===== config.mk =====
export PLATFORM = sky130hd
export DESIGN_NAME = fp_mult_pipe
export DESIGN_NICKNAME = d
export VERILOG_FILES = /design/src/rtl/fp_mult_pipe.sv
export SDC_FILE = /design/constraint.sdc
export NUM_CORES = 1
export LEC_CHECK = 0
export BUFFER_PORTS_ARGS = -buffer_cell sky130_fd_sc_hd__buf_2
export CORE_MARGIN = 1.5
export CORE_UTILIZATION = 40
export DETAILED_ROUTE_END_ITERATION = 7
export PLACE_DENSITY = 0.65
export SLEW_MARGIN = 25
export SYNTH_ARGS = -nofsm -noshare
export SYNTH_HDL_FRONTEND = slang
export SYNTH_SLANG_ARGS = --single-unit

===== constraint.sdc =====
create_clock -name iClk -period 6 [get_ports iClk]
set_input_delay 1.2 -clock iClk [delete_from_list [all_inputs] [get_ports iClk]]
set_output_delay 1.2 -clock iClk [all_outputs]
set_load 0.01 [all_outputs]

===== src/rtl/fp_mult_pipe.sv =====
// Purpose : parametrised 3-stage pipelined floating-point multiplier (sign/exp/man), RNE or truncate.
// Latency : 3 enabled cycles from accept to oValid; throughput 1/cycle while iReady stays high.
// Backpr. : whole pipe stalls (no bubble collapse) while oValid & !iReady; oReady = !oValid | iReady.
//
// Ports:
//   iClk, iRstN        clock (rising edge), asynchronous active-low reset
//   iValid / oReady    input handshake; operands iDataA/iDataB, rounding mode iRound, side-band iTag
//   oValid / iReady    output handshake; product oData, returned tag oTag
//   oFlags             {invalid, overflow, underflow}, aligned with oData
// Subnormal operands are flushed to zero. MAN_W must be at least 2.
module fp_mult_pipe #(
  parameter int EXP_W = 8,
  parameter int MAN_W = 7,
  parameter int TAG_W = 4,
  localparam int W = 1 + EXP_W + MAN_W
) (
  input  logic             iClk,
  input  logic             iRstN,
  input  logic             iValid,
  output logic             oReady,
  input  logic [W-1:0]     iDataA,
  input  logic [W-1:0]     iDataB,
  input  logic             iRound,
  input  logic [TAG_W-1:0] iTag,
  output logic             oValid,
  input  logic             iReady,
  output logic [W-1:0]     oData,
  output logic [TAG_W-1:0] oTag,
  output logic [2:0]       oFlags
);

  localparam int BIAS    = (1 << (EXP_W - 1)) - 1;
  localparam int EXP_MAX = (1 << EXP_W) - 1;
  localparam int ES_W    = EXP_W + 2;          // signed exponent sum, covers both under- and overflow
  localparam int PW      = 2 * (MAN_W + 1);    // full significand product width

  localparam logic [W-1:0] QNAN = {1'b0, {EXP_W{1'b1}}, 1'b1, {(MAN_W-1){1'b0}}};

  typedef struct packed {
    logic nan;
    logic inf;
    logic zero;
  } cls_t;

  // Pipeline enable: every stage advances together, or nothing moves.
  logic w_en;
  assign w_en   = !oValid | iReady;
  assign oReady = w_en;

  // ---------------- Stage 1: unpack, classify, exponent sum, significand product
  logic [EXP_W-1:0] w_exp_a, w_exp_b;
  logic [MAN_W-1:0] w_man_a, w_man_b;
  cls_t             w_cls_a, w_cls_b;
  logic [ES_W-1:0]  w_esum;
  logic [PW-1:0]    w_prod;

  assign w_exp_a = iDataA[W-2 -: EXP_W];
  assign w_exp_b = iDataB[W-2 -: EXP_W];
  assign w_man_a = iDataA[MAN_W-1:0];
  assign w_man_b = iDataB[MAN_W-1:0];

  assign w_cls_a.zero = (w_exp_a == '0);
  assign w_cls_a.inf  = (&w_exp_a) & (w_man_a == '0);
  assign w_cls_a.nan  = (&w_exp_a) & (w_man_a != '0);
  assign w_cls_b.zero = (w_exp_b == '0);
  assign w_cls_b.inf  = (&w_exp_b) & (w_man_b == '0);
  assign w_cls_b.nan  = (&w_exp_b) & (w_man_b != '0);

  // Two's-complement bit pattern; interpreted as signed from stage 2 on.
  assign w_esum = ES_W'({2'b00, w_exp_a}) + ES_W'({2'b00, w_exp_b}) - ES_W'(BIAS);
  assign w_prod = PW'({1'b1, w_man_a}) * PW'({1'b1, w_man_b});

  logic             r_s1_vld;
  logic             r_s1_sign;
  logic [ES_W-1:0]  r_s1_esum;
  logic [PW-1:0]    r_s1_prod;
  cls_t             r_s1_cls_a, r_s1_cls_b;
  logic             r_s1_round;
  logic [TAG_W-1:0] r_s1_tag;

  // ---------------- Stage 2: normalise and round
  // Product of two [1,2) significands lies in [1,4); a set MSB means one extra exponent step.
  logic [PW-1:0]    w_norm;
  logic [MAN_W-1:0] w_frac;
  logic             w_guard, w_sticky, w_inc;
  logic [MAN_W:0]   w_frac_rnd;
  logic [ES_W-1:0]  w_esum2;

  assign w_norm     = r_s1_prod[PW-1] ? r_s1_prod : {r_s1_prod[PW-2:0], 1'b0};
  assign w_frac     = w_norm[PW-2 -: MAN_W];
  assign w_guard    = w_norm[PW-2-MAN_W];
  assign w_sticky   = |w_norm[PW-3-MAN_W:0];
  assign w_inc      = r_s1_round & w_guard & (w_sticky | w_frac[0]);
  assign w_frac_rnd = {1'b0, w_frac} + (MAN_W+1)'(w_inc);
  // A rounding carry-out turns 1.11..1 into 10.00..0: fraction bits are already zero,
  // only the exponent needs the extra step.
  assign w_esum2    = r_s1_esum + ES_W'(r_s1_prod[PW-1]) + ES_W'(w_frac_rnd[MAN_W]);

  logic                   r_s2_vld;
  logic                   r_s2_sign;
  logic signed [ES_W-1:0] r_s2_esum;
  logic [MAN_W-1:0]       r_s2_frac;
  cls_t                   r_s2_cls_a, r_s2_cls_b;
  logic [TAG_W-1:0]       r_s2_tag;

  // ---------------- Stage 3: exceptions and pack (priority order matters)
  logic [W-1:0] w_res_dat;
  logic [2:0]   w_res_flg;
  logic         w_ovf, w_unf;

  assign w_ovf = (r_s2_esum >= $signed(ES_W'(EXP_MAX)));
  assign w_unf = (r_s2_esum <= $signed(ES_W'(0)));

  always_comb begin
    w_res_dat = '0;
    w_res_flg = 3'b000;
    if (r_s2_cls_a.nan | r_s2_cls_b.nan) begin
      w_res_dat = QNAN;
    end else if ((r_s2_cls_a.inf & r_s2_cls_b.zero) | (r_s2_cls_a.zero & r_s2_cls_b.inf)) begin
      w_res_dat = QNAN;
      w_res_flg = 3'b100;
    end else if (r_s2_cls_a.inf | r_s2_cls_b.inf) begin
      w_res_dat = {r_s2_sign, {EXP_W{1'b1}}, {MAN_W{1'b0}}};
    end else if (r_s2_cls_a.zero | r_s2_cls_b.zero) begin
      w_res_dat = {r_s2_sign, {(W-1){1'b0}}};
    end else if (w_ovf) begin
      w_res_dat = {r_s2_sign, {EXP_W{1'b1}}, {MAN_W{1'b0}}};
      w_res_flg = 3'b010;
    end else if (w_unf) begin
      w_res_dat = {r_s2_sign, {(W-1){1'b0}}};
      w_res_flg = 3'b001;
    end else begin
      w_res_dat = {r_s2_sign, r_s2_esum[EXP_W-1:0], r_s2_frac};
    end
  end

  // ---------------- Pipeline registers
  always_ff @(posedge iClk or negedge iRstN) begin
    if (!iRstN) begin
      r_s1_vld   <= 1'b0;
      r_s1_sign  <= 1'b0;
      r_s1_esum  <= '0;
      r_s1_prod  <= '0;
      r_s1_cls_a <= '0;
      r_s1_cls_b <= '0;
      r_s1_round <= 1'b0;
      r_s1_tag   <= '0;
      r_s2_vld   <= 1'b0;
      r_s2_sign  <= 1'b0;
      r_s2_esum  <= '0;
      r_s2_frac  <= '0;
      r_s2_cls_a <= '0;
      r_s2_cls_b <= '0;
      r_s2_tag   <= '0;
      oValid     <= 1'b0;
      oData      <= '0;
      oTag       <= '0;
      oFlags     <= 3'b000;
    end else if (w_en) begin
      r_s1_vld   <= iValid;
      r_s1_sign  <= iDataA[W-1] ^ iDataB[W-1];
      r_s1_esum  <= w_esum;
      r_s1_prod  <= w_prod;
      r_s1_cls_a <= w_cls_a;
      r_s1_cls_b <= w_cls_b;
      r_s1_round <= iRound;
      r_s1_tag   <= iTag;

      r_s2_vld   <= r_s1_vld;
      r_s2_sign  <= r_s1_sign;
      r_s2_esum  <= w_esum2;
      r_s2_frac  <= w_frac_rnd[MAN_W-1:0];
      r_s2_cls_a <= r_s1_cls_a;
      r_s2_cls_b <= r_s1_cls_b;
      r_s2_tag   <= r_s1_tag;

      oValid     <= r_s2_vld;
      // Bubbles leave the last result on the bus rather than pipeline garbage.
      if (r_s2_vld) begin
        oData  <= w_res_dat;
        oTag   <= r_s2_tag;
        oFlags <= w_res_flg;
      end
    end
  end

endmodule


==> results.py <==
metrics = {
    "run_status": {
        "status": "completed",
    },
    "power": {
        "cellPowerDensity_mw_per_mm2": 400.8,
        "power_frac_clock": 0.186,
        "ir_drop_uv": 144.1,
        "p_sw_frac": 0.4107,
        "p_comb_frac": 0.459,
        "power_mw": 2.929,
        "p_int_mw": 1.726,
        "power.switching_mw": 1.203,
        "seqPwrFrac": 0.355,
        "p_leak_nw": 3.643,
    },
    "synth": {
        "ys.warnings.count": 0,
        "synth_cells": 717,
        "yosysSeqAreaShare": 0.3559,
        "syn-cell-area_mm2": 0.006469,
        "synth-edff-count": 0,
        "yosysUniqueCellTypes": 57,
        "synth-seq-cells": 92,
        "synthArstFlopShare": 1.000,
        "synth_common_cells": "nand2_1, dfrtp_1, inv_1",
        "syn_nets": 848,
        "synth_area_leader_cell": "dfrtp_1",
        "ys.flop_type": "dfrtp_1",
        "synth.area.top_cells": "dfrtp_1, fa_1, ha_1",
        "yosysMostFrequentCell": "nand2_1",
        "avgSynthCellArea_um2": 9.022,
        "yosysTopAreaCellShare": 0.3559,
    },
    "grt": {
        "grt_max_degree": 83,
        "grt_pass1_wl_um": 23330,
        "grt_pass1_vias": 4858,
        "antenna_found_initial": 0,
        "grtUsageTotal": 0.1737,
        "gr-total-overflow": 0,
    },
    "die": {
        "ios": 66,
        "coreArea_mm2": 0.01583,
        "initial_utilization": 0.4087,
        "die_w_um": 130.2,
        "num_rows": 46,
        "die_h_um": 130.2,
        "die_area_mm2": 0.01694,
    },
    "clock_tree": {
        "hold_buffers": 0,
        "cts-root-buf": "clkbuf_16",
        "clkTransAtPathRegs_ns": 0.07,
        "cts_max_level": 3,
        "cts_buffers": 9,
        "clk_path_buf_depth": 2,
        "clock_latency_ns": 0.34,
        "post_cts_buffers": 0,
        "cts_resized": 0,
        "cts.sinks": 92,
        "cts_tree": "done",
    },
    "route": {
        "first_pass_iters": 4,
        "antenna_left": 0,
        "drc": 0,
        "vias_per_cell": 4.954,
        "drt-initial-drc-count": 278,
        "drt_wl_total_um": 13570,
        "vias": 4934,
        "wire_per_inst_um": 13.62,
    },
    "setup_path": {
        "worstReg2RegStart": "r_s1_prod[15]$_DFFE_PN0N_",
        "r2r_cells": 11,
        "crit_cells": 17,
        "worstPathRequired_ns": 6.22,
        "startpoint": "iDataB[4]",
        "critPathMaxFanout": 5,
        "crit_family": "adder cells",
        "max_stage_delay_ns": 0.54,
        "timing.rr.end": "r_s2_esum[8]$_DFFE_PN0N_",
        "cp-end-kind": "flip-flop",
        "worst_path_most_repeated_cell": "inv_1",
        "critPathSlowestCell": "fa_1",
        "critPathBufInv": 6,
        "cp-endpoint": "r_s1_prod[12]$_DFFE_PN0N_",
        "worst_ep_arrival_time_ns": 5.14,
        "critical_path_class": "input port to flip-flop",
        "start_kind": "input port",
        "r2r_slack_ns": 3.39,
        "path_cells": "buf_2 -> inv_1 -> nor2_1 -> fa_1 -> inv_1 -> fa_1 -> inv_1 -> fa_1 -> inv_1 -> fa_1 -> inv_1 -> ha_1 -> a21oi_1 -> o21ai_1 -> a221oi_1 -> mux2i_1 -> nand2_1",
    },
    "final_layout": {
        "fin_util": 0.4617,
        "regArea_mm2": 0.002302,
        "antenna_cells": 0,
        "fillers": 1559,
        "syn_to_final_growth_pct": 12.96,
        "num-nets-final": 906,
        "layout-drive-gt1-share": 0.1231,
        "multi_input_area_mm2": 0.003772,
    },
    "sta": {
        "worst_slew_pin_slew_ns": 0.9542,
        "fin_crit_ns": 4.920,
        "maxSlewViolCount": 0,
        "rsz0062_at_grt": "no",
        "setup_violations": 0,
        "fmax_mhz": 203.3,
        "fin_hold_ws_ns": 0.4662,
        "slew_headroom": 0.3615,
        "tns_ns": 0,
        "fin_crit_sh": 0.8200,
        "finalHoldViolCount": 0,
        "skew_ns": 0.008427,
    },
    "placement": {
        "dp_hpwl_um": 10490,
        "routabilityCongestion": 0.8491,
        "port_buffers": 65,
    },
    "hold_path": {
        "hp-class": "flip-flop to flip-flop",
        "min_from": "r_s2_tag[0]$_DFFE_PN0N_",
    },
    "flow_run": {
        "maxCapViolCount": 0,
    },
}
==> layout by cell type, fill, tap and decap left out, drive strengths merged, types with 5 or more instances in the layout <==
cell type / Yosys / routed
nand2: 153 / 153
dfrtp: 92 / 92
inv: 84 / 88
buf: 7 / 68
ha: 52 / 52
nor2: 41 / 41
fa: 38 / 38
a21oi: 36 / 36
o21ai: 29 / 29
and2: 27 / 27
xor2: 18 / 18
nor3: 10 / 10
clkbuf: 14 / 10
nand4: 9 / 9
a22o: 9 / 9
nand3: 8 / 8
nor4: 8 / 8
xnor2: 7 / 7
a211oi: 6 / 6
o221a: 6 / 6
nand2b: 5 / 5
a21o: 5 / 5
o211ai: 5 / 5
==> sequential cells by signal, summed over array words and instances (netlist names), 4 cells and up <==
| signal | count |
|---|---|
| r_s1_esum | 10 |
| r_s1_prod | 16 |
| r_s2_tag | 4 |
| r_s1_tag | 4 |
| r_s2_esum | 10 |
| oTag | 4 |
| r_s2_frac | 7 |
| oData | 16 |
==> power by group through the flow <==
stage	Sequential, mW	Clock (mW)	Combinational, mW
after detailed placement	1.05	0	1.35
after global placement	1.04	0	1.33
after global routing	1.07	0.584	1.54
final	1.04	0.544	1.35
after CTS	1.04	0.557	1.37
after floorplan	1.03	0	1.00
==> worst min-delay path by stage <==
stage	endpoint	slack (ns)	cells after the start
5_1_grt	oTag[0]$_DFFE_PN0P_	0.49	2
6_report	oTag[0]$_DFFE_PN0P_	0.47	2
3_5_place_dp	oTag[1]$_DFFE_PN0P_	0.45	2
4_1_cts	oTag[1]$_DFFE_PN0P_	0.47	2
2_1_floorplan	oTag[0]$_DFFE_PN0P_	0.44	2
3_3_place_gp	oTag[1]$_DFFE_PN0P_	0.45	2
==> metal layers <==
layer	part of all wire	vias up	GRT usage
li1	-	2504	-
met1	0.50	2337	0.2376
met2	0.46	86	0.2858
met3	0.035	7	0.03075
met4	0.0080	0	0.04379
met5	0	-	0
==> cell type report <==
class / count / share of cell area
clock buffer: 10 / 0.03271
tap: 216 / 0.03699
timing repair buffer: 68 / 0.04846
inverter: 84 / 0.04315
sequential: 92 / 0.3151
clock inverter: 6 / 0.007363
multi-input combinational: 520 / 0.5163
==> per-stage QoR <==
| stage | setup WS (ns) | cells | area (um^2) |
|---|---|---|---|
| 6_report | 1.080 | 996 | 7307 |
| 5_1_grt | 0.8807 | 996 | 7307 |
| 4_1_cts | 1.057 | 996 | 7303 |
| 3_5_place_dp | 0.7005 | 980 | 7010 |
| 3_3_place_gp | 0.7975 | 980 | 7010 |
| 2_1_floorplan | 1.091 | 717 | 6469 |
==> worst reg2reg max path, cell delays in order, from the launching register on <==
cell	delay, ns
dfrtp_1	0.53
inv_1	0.23
nand2_1	0.10
a21oi_1	0.28
and2_1	0.21
nand2_1	0.09
fa_1	0.39
inv_1	0.07
ha_1	0.22
nand2_1	0.08
xor2_1	0.18
o21ai_1	0.10
==> cells by family after synthesis <==
group	Yosys count	synth area share
and+or+nand+nor	283	0.2027
AOI/OAI and AO/OA	117	0.1190
buffers and inverters	105	0.06209
DFF	92	0.3559
adders and majority gates	90	0.2182
xor gates and xnor gates	25	0.03385
muxes	5	0.008317
Note: power is estimated with default switching activity, not from simulation.
